**config.mk**
```make
export PLATFORM = sky130hd
export DESIGN_NAME = fetch_unit
export DESIGN_NICKNAME = d
export VERILOG_FILES = /design/src/rtl/fetch_unit.sv
export SDC_FILE = /design/constraint.sdc
export NUM_CORES = 1
export LEC_CHECK = 0
export CAP_MARGIN = 20
export CORE_ASPECT_RATIO = 1.2
export CORE_MARGIN = 2
export CORE_UTILIZATION = 35
export CTS_CLUSTER_SIZE = 16
export DETAILED_ROUTE_END_ITERATION = 10
export SKIP_CTS_REPAIR_TIMING = 1
export SYNTH_ARGS = -nofsm -noshare
export SYNTH_HDL_FRONTEND = slang
export SYNTH_SLANG_ARGS = --single-unit
```
**constraint.sdc**
```tcl
create_clock -name clk -period 7.43 [get_ports clk]
set_input_delay 1.486 -clock clk [delete_from_list [all_inputs] [get_ports clk]]
set_output_delay 1.486 -clock clk [all_outputs]
set_load 0.01 [all_outputs]
```
**src/rtl/fetch_unit.sv**
```systemverilog
// Instruction fetch stage: owns the PC, issues single-outstanding imem reads,
// applies execute redirects and feeds decode through a skid-buffered IF/ID register.
module fetch_unit #(
  parameter int unsigned             DATA_WIDTH = 32,
  parameter int unsigned             ADDR_WIDTH = 32,
  parameter logic [ADDR_WIDTH-1:0]   RESET_PC   = '0,
  parameter logic [DATA_WIDTH-1:0]   NOP_INSTR  = 32'h00000013
) (
  input  logic                  clk,
  input  logic                  rst,
  output logic                  imem_req_valid,
  input  logic                  imem_req_ready,
  output logic [ADDR_WIDTH-1:0] imem_addr,
  input  logic                  imem_rsp_valid,
  input  logic [DATA_WIDTH-1:0] imem_rsp_data,
  input  logic                  pc_src,
  input  logic [ADDR_WIDTH-1:0] pc_target,
  output logic                  id_valid,
  input  logic                  id_ready,
  output logic [DATA_WIDTH-1:0] id_instr,
  output logic [ADDR_WIDTH-1:0] id_pc,
  output logic [ADDR_WIDTH-1:0] id_pc_plus4
);

  localparam logic [1:0] S_REQ  = 2'd0;
  localparam logic [1:0] S_WAIT = 2'd1;
  localparam logic [1:0] S_HOLD = 2'd2;

  logic [1:0]            state_q, state_d;
  logic [ADDR_WIDTH-1:0] pc_q, pc_d;
  logic                  discard_q, discard_d;
  logic [DATA_WIDTH-1:0] skid_instr_q, skid_instr_d;
  logic [ADDR_WIDTH-1:0] skid_pc_q, skid_pc_d;
  logic                  id_valid_q, id_valid_d;
  logic [DATA_WIDTH-1:0] id_instr_q, id_instr_d;
  logic [ADDR_WIDTH-1:0] id_pc_q, id_pc_d;
  logic [ADDR_WIDTH-1:0] id_pc4_q, id_pc4_d;

  logic                  slot_free;
  logic [ADDR_WIDTH-1:0] pc_plus4;
  logic [ADDR_WIDTH-1:0] skid_pc_plus4;

  assign slot_free      = !id_valid_q || id_ready;
  assign pc_plus4       = pc_q + ADDR_WIDTH'(4);
  assign skid_pc_plus4  = skid_pc_q + ADDR_WIDTH'(4);

  assign imem_req_valid = (state_q == S_REQ) && !rst;
  assign imem_addr      = pc_q;
  assign id_valid       = id_valid_q;
  assign id_instr       = id_instr_q;
  assign id_pc          = id_pc_q;
  assign id_pc_plus4    = id_pc4_q;

  always_comb begin
    state_d      = state_q;
    pc_d         = pc_q;
    discard_d    = discard_q;
    skid_instr_d = skid_instr_q;
    skid_pc_d    = skid_pc_q;
    id_valid_d   = id_valid_q;
    id_instr_d   = id_instr_q;
    id_pc_d      = id_pc_q;
    id_pc4_d     = id_pc4_q;

    // Consumed contents drain to a bubble unless something new is loaded below.
    if (id_ready) begin
      id_valid_d = 1'b0;
      id_instr_d = NOP_INSTR;
    end

    if (pc_src) begin
      pc_d       = pc_target & ~ADDR_WIDTH'(3);
      id_valid_d = 1'b0;
      id_instr_d = NOP_INSTR;
      unique case (state_q)
        S_REQ: begin
          if (imem_req_ready) begin
            discard_d = 1'b1;
            state_d   = S_WAIT;
          end
        end
        S_WAIT: begin
          if (imem_rsp_valid) begin
            discard_d = 1'b0;
            state_d   = S_REQ;
          end else begin
            discard_d = 1'b1;
          end
        end
        default: state_d = S_REQ;
      endcase
    end else begin
      unique case (state_q)
        S_REQ: begin
          if (imem_req_ready) state_d = S_WAIT;
        end
        S_WAIT: begin
          if (imem_rsp_valid) begin
            if (discard_q) begin
              discard_d = 1'b0;
              state_d   = S_REQ;
            end else if (slot_free) begin
              id_valid_d = 1'b1;
              id_instr_d = imem_rsp_data;
              id_pc_d    = pc_q;
              id_pc4_d   = pc_plus4;
              pc_d       = pc_plus4;
              state_d    = S_REQ;
            end else begin
              skid_instr_d = imem_rsp_data;
              skid_pc_d    = pc_q;
              pc_d         = pc_plus4;
              state_d      = S_HOLD;
            end
          end
        end
        S_HOLD: begin
          if (id_ready) begin
            id_valid_d = 1'b1;
            id_instr_d = skid_instr_q;
            id_pc_d    = skid_pc_q;
            id_pc4_d   = skid_pc_plus4;
            state_d    = S_REQ;
          end
        end
        default: state_d = S_REQ;
      endcase
    end
  end

  always_ff @(posedge clk) begin
    if (rst) begin
      state_q      <= S_REQ;
      pc_q         <= RESET_PC;
      discard_q    <= 1'b0;
      skid_instr_q <= NOP_INSTR;
      skid_pc_q    <= '0;
      id_valid_q   <= 1'b0;
      id_instr_q   <= NOP_INSTR;
      id_pc_q      <= '0;
      id_pc4_q     <= '0;
    end else begin
      state_q      <= state_d;
      pc_q         <= pc_d;
      discard_q    <= discard_d;
      skid_instr_q <= skid_instr_d;
      skid_pc_q    <= skid_pc_d;
      id_valid_q   <= id_valid_d;
      id_instr_q   <= id_instr_d;
      id_pc_q      <= id_pc_d;
      id_pc4_q     <= id_pc4_d;
    end
  end

endmodule

```
==> flow_metrics.tcl, run 1 <==
set metrics [dict create \
    outcome "finished, final reports clean" \
    dieArea_sq_um 27850 \
    slew_violations 0 \
    slew_headroom 0.2750 \
    drt-total-wl_mm 29.61 \
    regToRegEndpoint "imem_addr[28]" \
    endpoint "imem_req_valid" \
    layout_common_cells "nand2_1 (201), clkdlybuf4s50_1 (190), dfxtp_1 (188)" \
    maxClockFrequency_ghz 0.2335 \
    die_w_um 152.7 \
    grt_start_max_net_pins 73 \
    place.gp.congestion 0.8440 \
    drive_above_1_share 0.04183 \
    drt_pass1_iterations 6 \
    finalHoldViolations 0 \
    max_stage_delay_ns 0.61 \
    cts_max_level 4 \
    met2_usage 0.3360 \
    timing.setup.tns_ns 0 \
    synth-seq-area-share 0.4054 \
    p_leak_nw 3.681 \
    endpoint_kind "output port" \
    drtAntennaViolNets 0 \
    ys_types 62 \
    synth-seq-cells 188 \
    drc_errors 0 \
    rows 65 \
    cp_max_fo 72 \
    clk_pin_slew_ns 0.07 \
    routed_via_density 5.471 \
    met3_usage 0.06198 \
    setup_viol 0 \
    whs_ns 0.4576 \
    cts_made_buffers 17 \
    core_sq_um 26190 \
    worstHoldPathCells 2 \
    cap_violations 0 \
    grt.overflow.total 0 \
    cp_cell_sequence "buf_4 > nor2b_1 > clkdlybuf4s50_1" \
    crit_slowest_cell "buf_4" \
    postSynth.asyncResetShare 0 \
    synth_area_sq_um 9283 \
    rsz0062_at_grt "no" \
    power.density_nw_per_um2 190.3 \
    numPortBuffers 191 \
    cts_root_buf "clkbuf_16" \
    die_height_um 182.4 \
    io_pins 200 \
    start_kind "input port" \
    start_util 0.3545 \
    final_nets 1353 \
    track_usage 0.2089 \
    yosys_warnings 0 \
    clk_latency_ns 0.44 \
    top_usage_layer "met2" \
    syn_area_per_cell_sq_um 7.900 \
    period_needed_ns 4.282 \
    fin_crit_sh 0.5763 \
    clock_skew_ns 0.01554 \
    clock_path_buffers 2 \
    regToRegSetupSlack_ns 4.36 \
    crit_family "buffers and inverters" \
    crit_arrival_ns 2.80 \
    min-delay-path-class "reg -> reg" \
    fillers 2671 \
    syn2layout_area_growth_pct 27.05 \
    cts_tree "yes" \
    use_met1 0.2699 \
    drt_iter0_markers 656 \
    regToRegStartpoint "state_q[1]" \
    grt_antenna_before_repair 4 \
    ys.flop_type "dfxtp_1" \
    finalPower_mw 2.244 \
    rr_worst_depth 6 \
    grt_pass1_vias 8268 \
    path_buf_inv 2 \
    grt_pass1_wl_mm 46.78 \
    worstMarginPinSlew_ns 1.084 \
    wl_per_cell_um 18.19 \
    final_common_cell "nand2_1" \
    critPathLaunch "rst" \
    synthesis.instances 1175 \
    synth_edf_count 0 \
    path_depth 3 \
    cp.required_ns 5.94 \
    peakVddDrop_mv 0.1379 \
    dpl.hpwl_mm 20.51 \
    num_vias 8907 \
    cts_sinks 188 \
    path_class "in -> out" \
]
==> layout make-up <==
type,instances,area (sq um),area share
diodes,2,5.005,0.0004244
clock buffers,18,429.2,0.03639
clock inverters,14,157.7,0.01337
inverters,10,37.54,0.003183
multi-input cells,860,4997,0.4237
flip-flops and latches,188,3764,0.3191
well taps,335,419.2,0.03554
repair buffers,201,1984,0.1683
==> cell families (layout without fill, tap and decap cells) <==
group	count (synthesis)	in the layout	share of synthesized area
simple gates	497	497	0.2473
flops	188	188	0.4054
buf+inv	132	243	0.05944
other cells	1	8	0.0004040
mux	36	36	0.03895
xor+xnor	47	47	0.04435
fa+ha+maj	5	5	0.006739
compound gates	269	269	0.1973
==> through the flow <==
| stage | cells | util | setup WS (ns) | area (sq um) |
|---|---|---|---|---|
| 2_1_floorplan | 1180 | - | 3.890 | 9301 |
| 3_3_place_gp | 1594 | 0.4278 | 2.978 | 11200 |
| 3_5_place_dp | 1594 | 0.4278 | 2.986 | 11200 |
| 4_1_cts | 1626 | 0.4502 | 3.153 | 11790 |
| 5_1_grt | 1627 | 0.4503 | 3.059 | 11790 |
| 6_report | 1628 | 0.4504 | 3.148 | 11790 |
==> cell usage after synthesis, drive strengths merged, types with 8 or more instances <==
library cell  instances  area, sq um
a211oi               46        345.3
and4                  8        70.07
nor4                 33        206.5
nor2                115        431.7
o21a                  9        67.56
xnor2                25        219.0
a31oi                 8        50.05
a222oi               25        250.2
dfxtp               188         3764
a21oi                89        445.4
and3                  8        50.05
o21ai                31        155.1
or3                   8        50.05
nor3                 30        150.1
nand4                20        125.1
inv                   9        33.78
xor2                 22        192.7
nand3                39        207.7
nand2               202        758.2
mux2i                35        350.3
clkbuf               95        356.6
buf                  27        157.7
o31a                 15        131.4
==> worst min path at each step <==
| stage | start | to | slack (ns) |
|---|---|---|---|
| final | skid_instr_q[29] | skid_instr_q[29] | 0.46 |
| after global placement | skid_instr_q[12] | skid_instr_q[12] | 0.44 |
| after floorplan | skid_instr_q[0] | skid_instr_q[0] | 0.44 |
| after CTS | id_pc_plus4[4] | id_pc_plus4[4] | 0.46 |
| after global routing | skid_instr_q[14] | skid_instr_q[14] | 0.48 |
| after detailed placement | id_pc_plus4[4] | id_pc_plus4[4] | 0.45 |
==> routing by layer <==
layer / vias to the layer above / share of wire
met4: 2 / 0.021
met3: 39 / 0.077
li1: 4413 / -
met5: - / 0.00044
met1: 4174 / 0.44
met2: 279 / 0.46
==> worst min-delay path, delay by kind of cell, from the launching register on <==
kind               cells  cell delay, ns
AOI/OAI and AO/OA      1            0.05
DFF                    1            0.31
and+or+nand+nor        1            0.05
==> registers in the layout, indices dropped and copies added, names as in the netlist <==
name and cells:
id_valid 1, id_pc_plus4 30, id_pc 30, skid_pc_q 30
state_q 2, id_instr 32, imem_addr 30, discard_q 1
skid_instr_q 32
==> power by group <==
part | switching (mW) | internal, mW | total (mW)
sequential | 0.0424 | 1.03 | 1.08
clock | 0.444 | 0.476 | 0.920
combinational | 0.126 | 0.121 | 0.246
Power figures use the tool's default switching activity.
==> inputs of run 2 (changes only) <==
- clock period: 7.43 -> 4.3 ns (I/O delays scaled with it)
==> run 2 against run 1 <==
Die area unchanged; final cell count up 0.74%; critical endpoint is now id_pc[17]; sequential cell count unchanged.
==> flow_metrics.tcl, run 2 (synthesized netlist as in run 1, its figures left out) <==
set metrics [dict create \
    outcome "finished, final reports clean" \
    seqCellArea_sq_um 3764 \
    slew_violations 0 \
    period_needed_ns 3.038 \
    cts_max_level 4 \
    drive_above_1_share 0.05069 \
    place_ws_ns 0.8158 \
    p_leak_nw 3.744 \
    cp_max_fo 44 \
    seqPwrFrac 0.478 \
    drt_pass1_iterations 5 \
    grt_start_max_net_pins 82 \
    drt_iter0_markers 697 \
    io_pins 200 \
    final_common_cell "nand2_1" \
    path_buf_inv 2 \
    grt_pass1_vias 8318 \
    cts_root_buf "clkbuf_16" \
    die_w_um 152.7 \
    drc_errors 0 \
    finalHoldViolations 0 \
    syn2layout_area_growth_pct 28.29 \
    p_int_mw 2.839 \
    clock_skew_ns 0.01520 \
    path_class "in -> reg" \
    peakVddDrop_mv 0.2779 \
    switching_share 0.2710 \
    fillers 2616 \
    setup_viol 0 \
    cts_made_buffers 17 \
    pwr-share-clk 0.411 \
    clk_pin_slew_ns 0.07 \
    power_switching_mw 1.055 \
    grt_pass1_wl_mm 46.27 \
    min-delay-path-class "reg -> reg" \
    endpoint_kind "register" \
    slew_headroom 0.4054 \
    power.density_nw_per_um2 327.0 \
    drt-total-wl_mm 29.66 \
    combPwrFrac 0.111 \
    numPortBuffers 191 \
    grt.overflow.total 0 \
    worstMarginPinSlew_ns 0.8918 \
    multi_input_area_sq_um 4997 \
    crit_family "buffers and inverters" \
    maxClockFrequency_ghz 0.3292 \
    fin_crit_sh 0.7065 \
    place.gp.congestion 0.8543 \
    cap_violations 0 \
    rows 65 \
    timing.setup.tns_ns 0 \
    clock_path_buffers 2 \
    clk_latency_ns 0.44 \
    cp_cell_sequence "clkdlybuf4s50_1 > nor2b_1 > o21ai_1 > and2_2 > buf_12 > nor2_1 > a311oi_1" \
    layout_common_cells "nand2_1 (201), clkdlybuf4s50_1 (190), dfxtp_1 (188)" \
    dpl.hpwl_mm 20.87 \
    cts_tree "yes" \
    whs_ns 0.4548 \
    final_nets 1364 \
    die_height_um 182.4 \
    rsz0062_at_grt "no" \
    dieArea_sq_um 27850 \
    drtAntennaViolNets 0 \
    crit_slowest_cell "clkdlybuf4s50_1" \
    num_vias 8918 \
    dp_cells 1605 \
    wl_per_cell_um 18.09 \
    final_area_sq_um 11910 \
    crit_arrival_ns 3.38 \
    cp.required_ns 4.64 \
    max_stage_delay_ns 0.67 \
    routed_via_density 5.438 \
    core_sq_um 26190 \
    fin_cells 1640 \
    dpl-instance-area_sq_um 11310 \
    grt_antenna_before_repair 4 \
    fin_ws_ns 1.262 \
    start_util 0.3545 \
    track_usage 0.2061 \
    cts_sinks 188 \
    start_kind "input port" \
]
## run 2: changes by cell type in the layout (fill, tap and decap cells not counted), sizes merged
cell	previous run	this run
buf	11	22
diode	2	3
## run 2: worst paths after layout
path | slack (ns) | startpoint | end | cells after the start
hold reg to reg | 0.45 | id_pc_plus4[6] | id_pc_plus4[6] | 2
hold / removal | 0.45 | id_pc_plus4[6] | id_pc_plus4[6] | 2
setup / recovery | 1.26 | id_ready | id_pc[17] | 7
setup reg to reg | 1.49 | imem_addr[2] | imem_addr[28] | 7
## run 2: cell type report
cell class	count	area share
Antenna cell	3	0.0006304
Multi-Input combinational cell	860	0.4196
Sequential cell	188	0.3160
Tap cell	335	0.03520
Clock inverter	14	0.01282
Timing Repair Buffer	212	0.1757
Inverter	10	0.003152
Clock buffer	18	0.03688
## run 2: through the flow
stage / utilization / power, mW
3_5_place_dp: 0.4319 / 2.335
5_1_grt: 0.4545 / 4.047
4_1_cts: 0.4545 / 3.926
2_1_floorplan: - / 2.104
6_report: 0.4548 / 3.894
3_3_place_gp: 0.4319 / 2.332
## run 2: power by group through the flow
stage / clock [mW] / sequential [mW] / combinational [mW]
2_1_floorplan: 0 / 1.88 / 0.226
3_3_place_gp: 0 / 1.90 / 0.432
3_5_place_dp: 0 / 1.90 / 0.434
4_1_cts: 1.63 / 1.86 / 0.436
5_1_grt: 1.71 / 1.87 / 0.471
6_report: 1.60 / 1.86 / 0.433
## run 2: per-layer routing
| layer | vias up | share of wire | track usage | routed length, um |
|---|---|---|---|---|
| met4 | 4 | 0.017 | 0.05481 | 490 |
| met3 | 33 | 0.071 | 0.05913 | 2098 |
| met2 | 261 | 0.47 | 0.3422 | 13930 |
| met5 | - | 0.0010 | 0 | 30 |
| li1 | 4437 | - | - | - |
| met1 | 4183 | 0.44 | 0.2628 | 13110 |
## run 2: tightest hold or removal path, cell delays in order, from the launching register on
cell     delay (ns)
dfxtp_1        0.31
nand2_1        0.05
a21oi_1        0.05
